==> config.mk <==
export PLATFORM = sky130hd
export DESIGN_NAME = axi_lite_rd_arbiter
export DESIGN_NICKNAME = d
export VERILOG_FILES = /design/src/rtl/arb_pkg.sv /design/src/rtl/rr_arb2.sv /design/src/rtl/axi_lite_rd_arbiter.sv
export SDC_FILE = /design/constraint.sdc
export NUM_CORES = 1
export LEC_CHECK = 0
export ABC_CLOCK_PERIOD_IN_PS = 1800
export CORE_MARGIN = 8
export CORE_UTILIZATION = 23
export CTS_BUF_LIST = sky130_fd_sc_hd__clkbuf_4 sky130_fd_sc_hd__clkbuf_8
export DETAILED_ROUTE_END_ITERATION = 8
export GPL_TIMING_DRIVEN = 0
export PLACE_DENSITY = 0.91
export SYNTH_ARGS = -nofsm -noshare
export SYNTH_HDL_FRONTEND = slang
export SYNTH_HIERARCHICAL = 1
export SYNTH_SLANG_ARGS = --single-unit
==> constraint.sdc <==
create_clock -name clk_i -period 1.8 [get_ports clk_i]
set_input_delay 0.36 -clock clk_i [delete_from_list [all_inputs] [get_ports clk_i]]
set_output_delay 0.36 -clock clk_i [all_outputs]
set_load 0.02 [all_outputs]
==> src/rtl/arb_pkg.sv <==
// Shared definitions for the two-master AXI-Lite read arbiter:
// one-hot state encoding and master identifiers.
package arb_pkg;

  typedef enum logic [2:0] {
    IDLE = 3'b001,
    ADDR = 3'b010,
    DATA = 3'b100
  } arb_state_e;

  localparam logic M_IFU = 1'b0;
  localparam logic M_LSU = 1'b1;

endpackage

==> src/rtl/rr_arb2.sv <==
// Combinational two-way round-robin picker: a lone requester wins,
// a tie goes to whichever master was not granted last.
module rr_arb2
  import arb_pkg::*;
(
  input  logic [1:0] req,
  input  logic       last_grant,
  output logic       grant
);

  always_comb begin
    grant = M_IFU;
    if (req == 2'b11) begin
      grant = ~last_grant;
    end else if (req[1]) begin
      grant = M_LSU;
    end
  end

endmodule

==> src/rtl/axi_lite_rd_arbiter.sv <==
// AXI-Lite read-channel arbiter: IFU (M0) and LSU (M1) share one slave
// read port, one transaction in flight, round-robin on ties.
module axi_lite_rd_arbiter
  import arb_pkg::*;
#(
  parameter int ADDR_W = 32,
  parameter int DATA_W = 32
) (
  input  logic              clk_i,
  input  logic              rst_i,

  input  logic              m0_ar_valid_i,
  input  logic [ADDR_W-1:0] m0_ar_addr_i,
  output logic              m0_ar_ready_o,
  output logic              m0_r_valid_o,
  output logic [DATA_W-1:0] m0_r_data_o,
  output logic [1:0]        m0_r_resp_o,
  input  logic              m0_r_ready_i,

  input  logic              m1_ar_valid_i,
  input  logic [ADDR_W-1:0] m1_ar_addr_i,
  output logic              m1_ar_ready_o,
  output logic              m1_r_valid_o,
  output logic [DATA_W-1:0] m1_r_data_o,
  output logic [1:0]        m1_r_resp_o,
  input  logic              m1_r_ready_i,

  output logic              s_ar_valid_o,
  output logic [ADDR_W-1:0] s_ar_addr_o,
  input  logic              s_ar_ready_i,
  input  logic              s_r_valid_i,
  input  logic [DATA_W-1:0] s_r_data_i,
  input  logic [1:0]        s_r_resp_i,
  output logic              s_r_ready_o,

  output logic              grant_o
);

  arb_state_e state_reg, state_next;
  logic       grant_reg, grant_next;
  logic       last_reg, last_next;
  logic       pick;
  logic       owner_r_ready;

  rr_arb2 u_rr_arb2 (
    .req        ({m1_ar_valid_i, m0_ar_valid_i}),
    .last_grant (last_reg),
    .grant      (pick)
  );

  always_ff @(posedge clk_i) begin
    if (!rst_i) begin
      state_reg <= IDLE;
      grant_reg <= M_IFU;
      last_reg  <= M_IFU;
    end else begin
      state_reg <= state_next;
      grant_reg <= grant_next;
      last_reg  <= last_next;
    end
  end

  assign owner_r_ready = (grant_reg == M_LSU) ? m1_r_ready_i : m0_r_ready_i;

  always_comb begin
    state_next    = state_reg;
    grant_next    = grant_reg;
    last_next     = last_reg;
    s_ar_valid_o  = 1'b0;
    s_ar_addr_o   = '0;
    s_r_ready_o   = 1'b0;
    m0_ar_ready_o = 1'b0;
    m1_ar_ready_o = 1'b0;
    m0_r_valid_o  = 1'b0;
    m1_r_valid_o  = 1'b0;

    unique case (state_reg)
      IDLE: begin
        if (m0_ar_valid_i || m1_ar_valid_i) begin
          grant_next = pick;
          state_next = ADDR;
        end
      end

      ADDR: begin
        s_ar_valid_o  = 1'b1;
        s_ar_addr_o   = (grant_reg == M_LSU) ? m1_ar_addr_i : m0_ar_addr_i;
        m0_ar_ready_o = (grant_reg == M_IFU) && s_ar_ready_i;
        m1_ar_ready_o = (grant_reg == M_LSU) && s_ar_ready_i;
        if (s_ar_ready_i) begin
          state_next = DATA;
        end
      end

      DATA: begin
        // Only the owner sees r_valid; data and resp are broadcast below.
        s_r_ready_o  = owner_r_ready;
        m0_r_valid_o = (grant_reg == M_IFU) && s_r_valid_i;
        m1_r_valid_o = (grant_reg == M_LSU) && s_r_valid_i;
        if (s_r_valid_i && owner_r_ready) begin
          state_next = IDLE;
          last_next  = grant_reg;
        end
      end

      default: begin
        state_next = IDLE;
      end
    endcase
  end

  assign m0_r_data_o = s_r_data_i;
  assign m1_r_data_o = s_r_data_i;
  assign m0_r_resp_o = s_r_resp_i;
  assign m1_r_resp_o = s_r_resp_i;
  assign grant_o     = grant_reg;

endmodule

=== After elaboration in Yosys (flattened, before gate mapping) ===
Cells that the tools add are included.

* Register bits after elaboration: 5
* Bits of input ports: 106
* Output and inout bits: 107
* Word-level logic and storage cells: 36

* Equal/unequal tests: 7
* Multiplexer cells: 15
* Bitwise operators: 2
* Reductions and logical operators: 9

{| class="wikitable"
|+ Operators with widths
! kind !! number
|-
| 32-bit 2-to-1 mux || 2
|-
| 1-bit 2-to-1 mux || 9
|-
| 3-bit 2-to-1 mux || 3
|-
| 3-bit one-hot mux with 3 select lines || 1
|-
| 2-bit != test (second input constant) || 3
|-
| 1-bit logical AND || 5
|-
| 2-bit AND reduction || 2
|-
| 3-bit by 1-bit == test with 1-bit output (second input constant) || 1
|-
| 3-bit by 2-bit == test with 1-bit output (second input constant) || 1
|-
| 3-bit == test (second input constant) || 1
|-
| 3-bit AND reduction || 1
|-
| 2-bit == test (second input constant) || 1
|-
| 1-bit inverter || 2
|-
| 1-bit logical OR || 1
|}

=== Logic depth before layout (Yosys ltp) ===
Gate-level depths: netlist of run 1.

* Depth in word-level cells: 4
* Gate-level depth with buffers: 5
* Mapped depth without buffers: 4

=== By module ===
The synthesis of run 1 kept the hierarchy.

{| class="wikitable"
|+ Modules (own cells, without submodules)
! module !! instances !! cells an instance !! area an instance (um^2) !! seq. area each (um^2)
|-
| axi_lite_rd_arbiter || 1 || 173 || 1,348.8 || 100.1
|-
| rr_arb2 || 1 || 1 || 11.3 || 0.0
|}

=== Least setup slack after synthesis of run 1 ===
Ideal clock, no wire load.

* Path type: reg-to-output
* Start point: register grant_reg, in the netlist grant_o
* End point: output port s_r_ready_o
* Arrival: 1.402 ns
* Data required time: 1.440 ns
* Setup slack: 0.038 ns
* Stages on the path, launching flop included: 3
* Buffers on the path: 0
* Cells stage by stage: dfxtp_1 mux2_4 nor4b_1

* Longest elaborated chain between the ends: 2

{| class="wikitable"
|+ Ends and longest elaborated chain
! item !! line !! RTL
|-
| start: declaration || axi_lite_rd_arbiter.sv:40 || <nowiki>logic grant_reg, grant_next;</nowiki>
|-
| start signal: assignment || axi_lite_rd_arbiter.sv:58 || <nowiki>grant_reg <= grant_next;</nowiki>
|-
| 1-bit 2-to-1 mux || axi_lite_rd_arbiter.sv:63 || <nowiki>assign owner_r_ready = (grant_reg == M_LSU) ? m1_r_ready_i : m0_r_ready_i;</nowiki>
|-
| 1-bit 2-to-1 mux || axi_lite_rd_arbiter.sv:77 || <nowiki>unique case (state_reg)</nowiki>
|-
| end: declaration || axi_lite_rd_arbiter.sv:34 || <nowiki>output logic s_r_ready_o,</nowiki>
|}

Every way passes these cells.

=== Worst setup path after layout of run 1 ===
* Start point: register grant_reg, in the netlist grant_o
* End point: output port s_ar_addr_o[20]

* Longest elaborated chain between the ends: 2

{| class="wikitable"
|+ Ends and longest elaborated chain
! item !! line !! RTL
|-
| 32-bit 2-to-1 mux || axi_lite_rd_arbiter.sv:87 || <nowiki>s_ar_addr_o = (grant_reg == M_LSU) ? m1_ar_addr_i : m0_ar_addr_i;</nowiki>
|-
| 32-bit 2-to-1 mux || axi_lite_rd_arbiter.sv:77 ||
|-
| end: declaration || axi_lite_rd_arbiter.sv:29 || <nowiki>output logic [ADDR_W-1:0] s_ar_addr_o,</nowiki>
|}

Every way passes these cells.

==> metrics, run 1 <==
Antenna Nets Post-Route 0; FF-to-FF End state_reg[0]; final clock skew 4.90 ps; endpoint class of the critical path primary output; FF/Latch Area between 100 and 150 µm²; routed wire length around 7300 µm; largest cells by area after synthesis buf_4 (39%), mux2i_1 (24%), dfxtp_1 (7.4%); maximum VDD drop 0.568 mV; IO buf count 178; Seq/Total Area, Yosys 0.0736; Clock transition at path regs 40 ps; P per Cell Area 372 mW/mm²; Rows 28; max_cap viols 0; RSZ-0062 raised after global routing true; Die Y 92.9 µm; Clock power frac 0.179; drt initial violations 30; critical path peak fanout 10; global-route wire length before repair 10,300 µm; GRT overflow 0; clock root buffer clkbuf_8; Slew Limit Fails 0; cell taking the most area after synthesis buf_4; mapped cell area 0.00136 mm²; slew margin rel. 0.817; Placed Area approximately 0.0032 mm²; diodes inserted 0; internal power 825 µW; share of cells above drive strength 1 0.434; HPWL after DPL 6190 µm; vias per cell ~4.2; P_sw 454 µW; Initial Utilization 0.234; CP Data Required Time between 1000 and 1500 ps; Netlist cell types 27; WS Path Type register to primary output; chip width 92.9 µm; RR Startpoint grant_o; wire per inst 16.8 µm; Critical path origin grant_o; cells on worst reg2reg path 3; period utilization 0.984; area growth from synthesis to layout 153%; Post-Syn Instances between 150 and 200; initial antenna violation count 0; die area 0.00863 mm²; Critical Path Start Type register; Filler cells 502; # hold bufs at CTS 0; clk buf depth 2; Total GRT Usage 0.148; crit path to s_ar_addr_o[20]; Leak Pwr approximately 0.0015 µW; DRC 0; Hold Violations, Final 0; Worst Hold Class register to register; number of global-route vias before repair 1,894; CTS tree done; CORE AREA roughly 0.0058 mm²; status finished, final reports clean; clock sinks 5; reg2reg setup slack 540 ps; Peak Freq 565 MHz; Hold Path Origin state_reg[2]; largest net degree at the start of global routing 11; Reg power frac 0.108; worst-skew pair later-pin latency 230 ps; YS warnings 6; I/O pin count 213; Design Area, Final between 0.003 and 0.004 mm²; routability cong. 0.800; Layout Utilization 0.591; # nets final 464; Sw Share 0.355; Yosys reg bits 5; first-pass detailed-route iteration total 4; Worst EP arrival 1410 ps; Post-Syn Nets 280; CTS buffer count 3; Logic pwr share 0.713; H-tree levels 1; area of the multi-input gates approximately 840 µm²; Setup-failing EPs final 0; Slew @ Worst Pin 267 ps; Avg Cell Area, Syn 7.82 µm²; via count 1,810; Synth top area share 0.386; max reg flops 3; minimum clock period 1770 ps
cell usage after synthesis (all sizes together):
| master | n |
|---|---|
| dfxtp | 5 |
| a31oi | 1 |
| and4bb | 1 |
| nand2b | 4 |
| inv | 3 |
| o22ai | 1 |
| nand2 | 1 |
| nor2 | 33 |
| a21boi | 1 |
| nor2b | 1 |
| a311oi | 1 |
| a2111oi | 1 |
| a41o | 1 |
| and3 | 3 |
| mux2 | 1 |
| o41ai | 1 |
| o21ai | 2 |
| mux2i | 32 |
| nor4b | 1 |
| and2 | 2 |
| a21oi | 1 |
| buf | 76 |
| o311ai | 1 |
cells in the final DEF (no fill, tap or decap), types with 2 or more instances in the layout:
| master | Yosys | layout |
|---|---|---|
| dfxtp_1 | 5 | 2 |
| clkdlybuf4s50_1 | 0 | 139 |
| buf_6 | 3 | 16 |
| buf_4 | 70 | 80 |
| nor2_4 | 0 | 11 |
| nor2_1 | 23 | 17 |
| buf_2 | 3 | 13 |
| mux2i_1 | 32 | 22 |
| and3_1 | 3 | 3 |
| nand2b_1 | 4 | 2 |
| buf_12 | 0 | 2 |
| o21ai_0 | 2 | 2 |
| nor2_2 | 10 | 5 |
| dfxtp_4 | 0 | 2 |
| inv_2 | 1 | 2 |
| clkdlybuf4s15_2 | 0 | 2 |
| mux2i_4 | 0 | 3 |
| clkbuf_8 | 0 | 3 |
| mux2i_2 | 0 | 7 |
| and2_1 | 2 | 2 |
| nand2b_4 | 0 | 2 |
cell families (layout without fill, tap and decap cells):
family                 Yosys count  in the layout  synth area share
AOI/OAI and AO/OA               11             11            0.0754
DFF                              5              5            0.0736
muxes                           33             33             0.247
and+or+nand+nor                 46             46             0.174
buffers and inverters           79            262             0.431
critical path, stage by stage, from the launching register on:
cell and delay [ps]:
dfxtp_2 350, buf_6 160, buf_6 180, mux2i_1 310
nor2_4 50, buf_6 130
per-layer routing:
layer | routed length (µm) | global-route usage | up-vias
met1 | 2460 | 0.145 | 818
met4 | 60 | 0.0148 | 0
met2 | 4030 | 0.295 | 106
met3 | 722 | 0.0526 | 4
li1 | - | - | 882
met5 | 0 | 0 | -
worst min path at each step:
stage	end	slack, ps	cells past startpoint
floorplan	grant_o	460	1
global placement	grant_o	480	1
detailed placement	grant_o	510	1
CTS	grant_o	540	1
global route	grant_o	560	1
finish	grant_o	530	1
power groups by stage:
| stage | registers (µW) | logic [µW] | clock network (µW) |
|---|---|---|---|
| 5_1_grt | 141 | 962 | 242 |
| 3_5_place_dp | 133 | 841 | 0 |
| 3_3_place_gp | 132 | 825 | 0 |
| 4_1_cts | 136 | 847 | 230 |
| 2_1_floorplan | 133 | 432 | 0 |
| 6_report | 138 | 912 | 229 |
repair_timing:
action,in CTS,in global routing
endpoints found under the setup margin,38,35
resized for setup,180,58
buffers inserted,2,0
stage by stage:
step	setup slack (ps)	hold slack [ps]	total power [µW]	setup TNS, ps	std cells
after floorplan	37.6	457	566	0	174
after global placement	-521	482	957	-10550	427
after detailed placement	-503	512	974	-12000	427
after CTS	0.0754	536	1210	0	433
after global routing	-39.8	555	1350	-201	432
final	28.7	525	1280	0	432
area by class of cell:
class / count / share of cell area
buffer: 75 / 0.178
clock buffer: 4 / 0.0142
inverter: 3 / 0.00328
multi-input combinational: 90 / 0.244
sequential: 5 / 0.0317
tap: 75 / 0.0273
timing repair buffer: 180 / 0.502
Power figures use the tool's default switching activity.
==> run 2, diff against run 1 <==
--- a/constraint.sdc
+++ b/constraint.sdc
@@ -3,2 +3,2 @@
 set_output_delay 0.36 -clock clk_i [all_outputs]
-set_load 0.02 [all_outputs]
+set_load 0.01 [all_outputs]
==> run 2 against run 1 <==
Power down 11%. Via count is 1.2% lower. Sequential share of layout area increased by 0.15 points. Clock power hardly changed. Final cell count rose by 0.69%. Maximum frequency rose by 0.44%. Critical path type is now input pin to primary output. Sequential cell count is the same. Utilization shrank 2.7 points. Non-clock buffer count rose by 3.
==> metrics, run 2 (synthesis gave the netlist of run 1 again) <==
P_sw 348 µW (was 454 µW); final clock skew 3.61 ps (was 4.90 ps); Worst EP arrival 1400 ps (was 1410 ps); max_cap viols 0 (unchanged); vias per cell 4.11 (was 4.19); area growth from synthesis to layout 141% (was 153%); slew margin rel. 0.812 (was 0.817); Clock transition at path regs 40 ps (about the same); Initial Utilization 0.234 (unchanged); clk buf depth 2 (unchanged); # nets final 467 (was 464); wire per inst 16.4 µm (was 16.8 µm); period utilization 0.980 (was 0.984); most frequent cells in the layout clkdlybuf4s50_1 (139), buf_4 (72), buf_2 (31), mux2i_1 (29), nor2_2 (16) (was clkdlybuf4s50_1 (139), buf_4 (80), mux2i_1 (22), nor2_1 (17), buf_6 (16)); CP Data Required Time 1440 ps (about the same); global-route wire length before repair 10,400 µm (was 10,300 µm); largest net degree at the start of global routing 11 (unchanged); chip width 92.9 µm (unchanged); Slew Limit Fails 0 (unchanged); Critical Path Start Type input pin (was register); clock root buffer clkbuf_8 (unchanged); initial antenna violation count 0 (unchanged); clock sinks 5 (unchanged); IO buf count 178 (unchanged); Hold Violations, Final 0 (unchanged); max reg flops 3 (unchanged); number of global-route vias before repair 1,914 (was 1,894); critical path's slowest cell clkdlybuf4s50_1 (was dfxtp_2); Setup-failing EPs final 0 (unchanged); Non-Filler Instances 435 (was 432); WS Path Type input pin to primary output (was register to primary output); Final TNS setup 0 ps (unchanged); DRC 0 (unchanged); Crit path largest cell delay 430 ps (was 350 ps); Reg power frac 0.119 (was 0.108); routability cong. 0.800 (unchanged); H-tree levels 1 (unchanged); Placed Instances 427 (unchanged); maximum VDD drop 0.570 mV (was 0.568 mV); Sw Share 0.304 (was 0.355); Peak Freq 567 MHz (was 565 MHz); HPWL after DPL 6190 µm (unchanged); Die Y 92.9 µm (unchanged); drt initial violations 18 (was 30); status finished, final reports clean (unchanged); die area 0.00863 mm² (unchanged); diodes inserted 0 (unchanged); routed wire length 7150 µm (was 7270 µm); share of cells above drive strength 1 0.419 (was 0.434); endpoint class of the critical path primary output (unchanged); Leak Pwr 0.00149 µW (was 0.00150 µW); most common cell after layout, fill and taps aside clkdlybuf4s50_1 (unchanged); P per Cell Area 349 mW/mm² (was 372 mW/mm²); Critical Path, Cell by Cell clkdlybuf4s50_1 -> mux2_4 -> nor4b_2 -> buf_2 (was buf_6 -> buf_6 -> mux2i_1 -> nor2_4 -> buf_6); Worst Hold Class register to register (unchanged); critical path peak fanout 2 (was 10); GRT overflow 0 (unchanged); Slew @ Worst Pin 278 ps (was 267 ps); Final Power 1140 µW (was 1280 µW); RSZ-0062 raised after global routing true (unchanged); Logic pwr share 0.682 (was 0.713); Antenna Nets Post-Route 0 (unchanged); # hold bufs at CTS 0 (unchanged); Total GRT Usage 0.150 (was 0.148); internal power 796 µW (was 825 µW); minimum clock period 1760 ps (was 1770 ps); via count 1,789 (was 1,810); first-pass detailed-route iteration total 4 (unchanged); CORE AREA 0.00582 mm² (unchanged); CTS tree done (unchanged); CTS buffer count 3 (unchanged); Clock power frac 0.199 (was 0.179); Rows 28 (unchanged); I/O pin count 213 (unchanged); worst-skew pair later-pin latency 220 ps (was 230 ps)
run 2: area by class of cell:
class	instances	area [µm²]
inverters	3	11.3
clock buffers	4	48.8
plain buffers	74	582
flip-flops and latches	5	109
fillers	518	2530
well taps	75	93.8
multi-input cells	90	744
repair buffers	184	1690
run 2: critical path, delay by kind of cell:
kind	cells	cell delay, ps
simple gates	1	160
buf+inv	2	570
mux	1	310
run 2: per-stage QoR:
| step | worst slack (ps) | util | cell area [µm²] | hold WS, ps |
|---|---|---|---|---|
| detailed placement | -436 | 0.556 | 3240 | 512 |
| finish | 36.5 | 0.564 | 3280 | 524 |
| global route | -25.1 | 0.564 | 3280 | 557 |
| global placement | -453 | 0.556 | 3240 | 482 |
| CTS | -134 | 0.553 | 3220 | 528 |
| floorplan | 286 | - | 1360 | 457 |
run 2: what timing repair did:
action | 4_1_cts | 5_1_grt
pin swaps | 3 | 1
setup endpoints to repair | 38 | 22
resized for setup | 161 | 18
buffers inserted | 4 | 1
gates cloned | 0 | 1
run 2: power groups by stage:
stage | Clock, µW | Combinational, µW | Sequential [µW]
finish | 228 | 779 | 136
global route | 244 | 831 | 138
CTS | 230 | 762 | 135
detailed placement | 0 | 758 | 133
global placement | 0 | 742 | 132
floorplan | 0 | 347 | 132
run 2: worst paths after layout:
path,from,endpoint,slack [ps],cells past startpoint
max,m0_r_ready_i,s_r_ready_o,40,4
min,state_reg[2],grant_o,520,1
max reg2reg,state_reg[0],last_reg,470,5
min reg2reg,state_reg[2],grant_o,520,1
run 2: routing by layer:
layer | share of wire | track usage
met1 | 0.35 | 0.144
met5 | 0 | 0
met3 | 0.099 | 0.0526
met2 | 0.54 | 0.303
met4 | 0.011 | 0.0201
==> run 3, diff against run 2 <==
SLEW_MARGIN = 10   (was not set)
==> results of run 3 <==
No change in the layout: final DEF, timing and power equal those of run 2.
